[src/rtl/byte_bus_receiver.sv]
// Byte bus receiver: captures registered switch bytes into a small FIFO.
// Optional: BYTE_BUS_RECEIVER_ZERO_DROP_EN discards all-zero bytes.
module byte_bus_receiver #(
  parameter int WIDTH = 8,
  parameter int DEPTH = 4
) (
  input  logic                       clk,
  input  logic                       rst,
  input  logic                       bus_en,
  input  logic [WIDTH-1:0]           bus_data,
  input  logic                       rd_en,
  input  logic                       clr_ovf,
  output logic [WIDTH-1:0]           rd_data,
  output logic                       rd_valid,
  output logic                       empty,
  output logic                       full,
  output logic [$clog2(DEPTH+1)-1:0] count,
  output logic                       overflow
);

  localparam int PW = (DEPTH > 1) ? $clog2(DEPTH) : 1;
  localparam int CW = $clog2(DEPTH+1);

  logic [WIDTH-1:0] mem [DEPTH];
  logic [PW-1:0]    wr_ptr;
  logic [PW-1:0]    rd_ptr;
  logic             en_d;
  logic             push;
  logic             pop;
  logic             wr;
  logic             drop;
  logic [CW-1:0]    count_nx;

  always_comb begin
    push = en_d;
`ifdef BYTE_BUS_RECEIVER_ZERO_DROP_EN
    push = en_d && (bus_data != '0);
`endif
    pop  = rd_en && !empty;
    // a pop frees the slot the push needs when full
    wr   = push && (!full || pop);
    drop = push && full && !pop;
    count_nx = count;
    if (wr && !pop)
      count_nx = count + CW'(1);
    else if (pop && !wr)
      count_nx = count - CW'(1);
  end

  always_ff @(posedge clk) begin
    if (rst) begin
      en_d     <= 1'b0;
      wr_ptr   <= '0;
      rd_ptr   <= '0;
      count    <= '0;
      empty    <= 1'b1;
      full     <= 1'b0;
      overflow <= 1'b0;
      rd_valid <= 1'b0;
      rd_data  <= '0;
    end else begin
      en_d     <= bus_en;
      rd_valid <= pop;
      count    <= count_nx;
      empty    <= (count_nx == '0);
      full     <= (count_nx == CW'(DEPTH));
      if (wr)
        wr_ptr <= wr_ptr + PW'(1);
      if (pop) begin
        rd_ptr  <= rd_ptr + PW'(1);
        rd_data <= mem[rd_ptr];
      end
      if (drop)
        overflow <= 1'b1;
      else if (clr_ovf)
        overflow <= 1'b0;
    end
  end

  always_ff @(posedge clk) begin
    if (wr)
      mem[wr_ptr] <= bus_data;
  end

endmodule
[config.mk]
export PLATFORM = sky130hd
export DESIGN_NAME = byte_bus_receiver
export DESIGN_NICKNAME = d
export VERILOG_FILES = /design/src/rtl/byte_bus_receiver.sv
export SDC_FILE = /design/constraint.sdc
export NUM_CORES = 1
export LEC_CHECK = 0
export CAP_MARGIN = 5
export CORE_ASPECT_RATIO = 0.7
export CORE_MARGIN = 2
export CORE_UTILIZATION = 58
export DETAILED_ROUTE_END_ITERATION = 8
export GPL_ROUTABILITY_DRIVEN = 0
export PLACE_DENSITY = 0.92
export SLEW_MARGIN = 0
export SYNTH_ARGS = -nofsm -noshare
export SYNTH_HDL_FRONTEND = slang
export SYNTH_SLANG_ARGS = --single-unit
export TNS_END_PERCENT = 10
[constraint.sdc]
create_clock -name clk -period 4.5 [get_ports clk]
set_input_delay 1.125 -clock clk [delete_from_list [all_inputs] [get_ports clk]]
set_output_delay 1.125 -clock clk [all_outputs]
set_load 0.05 [all_outputs]
==> flow_summary.json <==
{
  "fin_crit_sh_pct": 65.1,
  "fin_ws_ns": 1.57,
  "cts.hold.buffers_added": 0,
  "port_buffers": 27,
  "cts_setup_buffers": 0,
  "power_density_nw_per_um2": 447,
  "multi_input_area_um2": 692,
  "cp_max_fo": 17,
  "grtUsageTotal_pct": 22.8,
  "nets": 200,
  "wl_met3_um": 434,
  "fillCellCount": 230,
  "cts_tree": "done",
  "hold_class": "flip-flop to flip-flop",
  "peakVddDrop_v": 0.000211,
  "cts_root_buffer": "clkbuf_8",
  "fmax_ghz": 0.341,
  "worst_pin_slew_ns": 0.761,
  "yosysSeqAreaShare_pct": 64.3,
  "p_leak_uw": 0.000844,
  "r2r_slack_ns": 2.48,
  "via_count": 1325,
  "grt_first_pass_wirelength_mm": 6.67,
  "skew_ns": 0.00660,
  "area_growth_pct": 17.6,
  "end_kind": "flip-flop",
  "h-tree-depth": 2,
  "period_needed_ns": 2.93,
  "cp.required_ns": 4.46,
  "crit_end": "mem[0][5]",
  "cts_num_sinks": 52,
  "wl_per_cell_um": 19.2,
  "dp.cells": 224,
  "drtPass1Iterations": 4,
  "io_pins": 28,
  "antennaDiodeCount": 0,
  "met2_length_mm": 2.15,
  "p_sw_uw": 349,
  "met1Wirelength_mm": 1.81,
  "syn_area_um2": 2120,
  "ys.flop_type": "edfxtp_1",
  "startpoint": "rd_en",
  "die_area_um2": 4160,
  "hold_violations": 0,
  "via_per_inst": 5.71,
  "fin_cells": 232,
  "cts_resized": 0,
  "slew_violations": 0,
  "setup.worst_path.start_class": "input pin",
  "gr-total-overflow": 0,
  "fin_setup_tns_ns": 0,
  "ys_ff_latch": 52,
  "p_seq_share_pct": 52.3,
  "highest_layer": "met4",
  "clock_power_share_pct": 22.4,
  "relSlewSlack_pct": 49.1,
  "min_path_cells": 2,
  "crit_type": "input pin to flip-flop",
  "fin_hold_ws_ns": 0.466,
  "clock_latency_ns": 0.31,
  "p_int_uw": 765,
  "syn_nets": 174,
  "finalSetupViolCount": 0,
  "rsz0062_at_grt": "no",
  "clk_pin_slew_ns": 0.08,
  "r2r_end": "mem[0][5]",
  "netlist-cell-type-count": 31,
  "grt_start_max_net_pins": 21,
  "rows": 18,
  "die_h_um": 54.5,
  "antenna_found_initial": 0,
  "outcome": "finished, final reports clean",
  "die-width_um": 76.2,
  "post-place-ws_ns": 1.31,
  "clock_path_buffers": 2,
  "dr.first_iter.drc_count": 137,
  "drive_above_1_share_pct": 9.89,
  "arrival_ns": 2.89,
  "regArea_um2": 1360,
  "wl_mm": 4.46,
  "drcViolationCount": 0,
  "yosysWarnings": 0,
  "power_frac_comb_pct": 25.4,
  "rr_startpoint": "empty",
  "numCtsBuffers": 5,
  "synthArstFlopShare_pct": 0,
  "power_uw": 1110,
  "dp_hpwl_mm": 3.27,
  "final_antenna_net_count": 0,
  "drv_cap": 0,
  "avgSynthCellArea_um2": 13.7,
  "initial_core_util_pct": 60.3,
  "reg2reg_depth": 3,
  "grt_pass1_vias": 1270,
  "synth_cells": 155,
  "synth_edf_count": 32,
  "coreArea_um2": 3510,
  "sw_frac_of_total_pct": 31.3
}
-- worst min-delay path by stage --
stage | slack, ns | endpoint | startpoint
6_report | 0.47 | rd_data[1] | rd_data[1]
5_1_grt | 0.49 | rd_data[7] | rd_data[7]
4_1_cts | 0.46 | rd_data[1] | rd_data[1]
3_5_place_dp | 0.45 | rd_data[1] | rd_data[1]
3_3_place_gp | 0.45 | rd_data[0] | rd_data[0]
2_1_floorplan | 0.51 | wr_ptr[1] | wr_ptr[1]
-- registers in the layout, indices dropped and copies added (netlist names) --
| name | count |
|---|---|
| count | 3 |
| empty | 1 |
| en_d | 1 |
| full | 1 |
| mem | 32 |
| overflow | 1 |
| rd_data | 8 |
| rd_ptr | 2 |
| rd_valid | 1 |
| wr_ptr | 2 |
-- cell type report --
type                            count  share of cell area (%)
Sequential cell                    52                    54.7
Multi-Input combinational cell     89                    27.8
Timing Repair Buffer               27                    10.9
Clock buffer                        7                    3.07
Tap cell                           50                    2.51
Inverter                            6                   0.905
Clock inverter                      1                   0.201
-- logic make-up after synthesis --
logic type	after synthesis	share of synthesized area [%]
flip-flops	52	64.3
AND/OR/NAND/NOR	45	10.0
AO/OA/AOI/OAI	21	6.74
buffers and inverters	14	3.01
multiplexers	10	9.46
XOR/XNOR	7	2.90
adder cells (fa/ha/maj)	6	3.55
-- cells in the mapped netlist, drive strengths merged, types with 2 or more instances --
library cell / instances / area, µm²
a21oi: 11 / 58.8
and2: 4 / 25.0
buf: 6 / 33.8
clkbuf: 2 / 7.51
dfxtp: 20 / 400
edfxtp: 32 / 961
ha: 6 / 75.1
inv: 6 / 22.5
mux2i: 2 / 20.0
mux4: 8 / 180
nand2: 20 / 75.1
nand2b: 4 / 25.0
nor2: 10 / 37.5
nor2b: 2 / 12.5
o21ai: 2 / 10.0
o32a: 2 / 20.0
or3: 2 / 12.5
xnor2: 3 / 26.3
xor2: 4 / 35.0
-- power by group through the flow --
| stage | sequential (µW) | clock (µW) | combinational [µW] |
|---|---|---|---|
| 6_report | 582 | 249 | 283 |
| 5_1_grt | 588 | 269 | 299 |
| 4_1_cts | 582 | 251 | 283 |
| 3_5_place_dp | 593 | 0 | 280 |
| 3_3_place_gp | 588 | 0 | 268 |
| 2_1_floorplan | 641 | 0 | 146 |
-- through the flow --
stage,util (%),area (µm²)
6_report,70.9,2490
5_1_grt,70.9,2490
4_1_cts,70.9,2490
3_5_place_dp,68.6,2410
3_3_place_gp,68.6,2410
2_1_floorplan,-,2120
-- placed cells by master (no fill, tap or decap), drive strengths merged, types with 2 or more instances in the layout --
master | synthesis | layout
ha | 6 | 6
nor2 | 10 | 10
a21oi | 11 | 11
xor2 | 4 | 4
and2 | 4 | 4
xnor2 | 3 | 3
mux4 | 8 | 8
clkdlybuf4s50 | 0 | 27
edfxtp | 32 | 32
or3 | 2 | 2
mux2i | 2 | 2
dfxtp | 20 | 20
o21ai | 2 | 2
o32a | 2 | 2
clkbuf | 2 | 7
nand2 | 20 | 20
nor2b | 2 | 2
nand2b | 4 | 4
inv | 6 | 6
-- critical path, stage by stage --
cell and delay (ns):
clkdlybuf4s50_1 0.49, nand2b_1 0.39, a21oi_2 0.43, and2_1 0.45
-- per-layer routing --
layer,global-route usage [%],vias to the layer above
met5,0,-
met4,9.09,0
met3,6.60,8
met2,37.5,67
met1,29.8,644
li1,-,606
(Power assumes the default switching activity.)
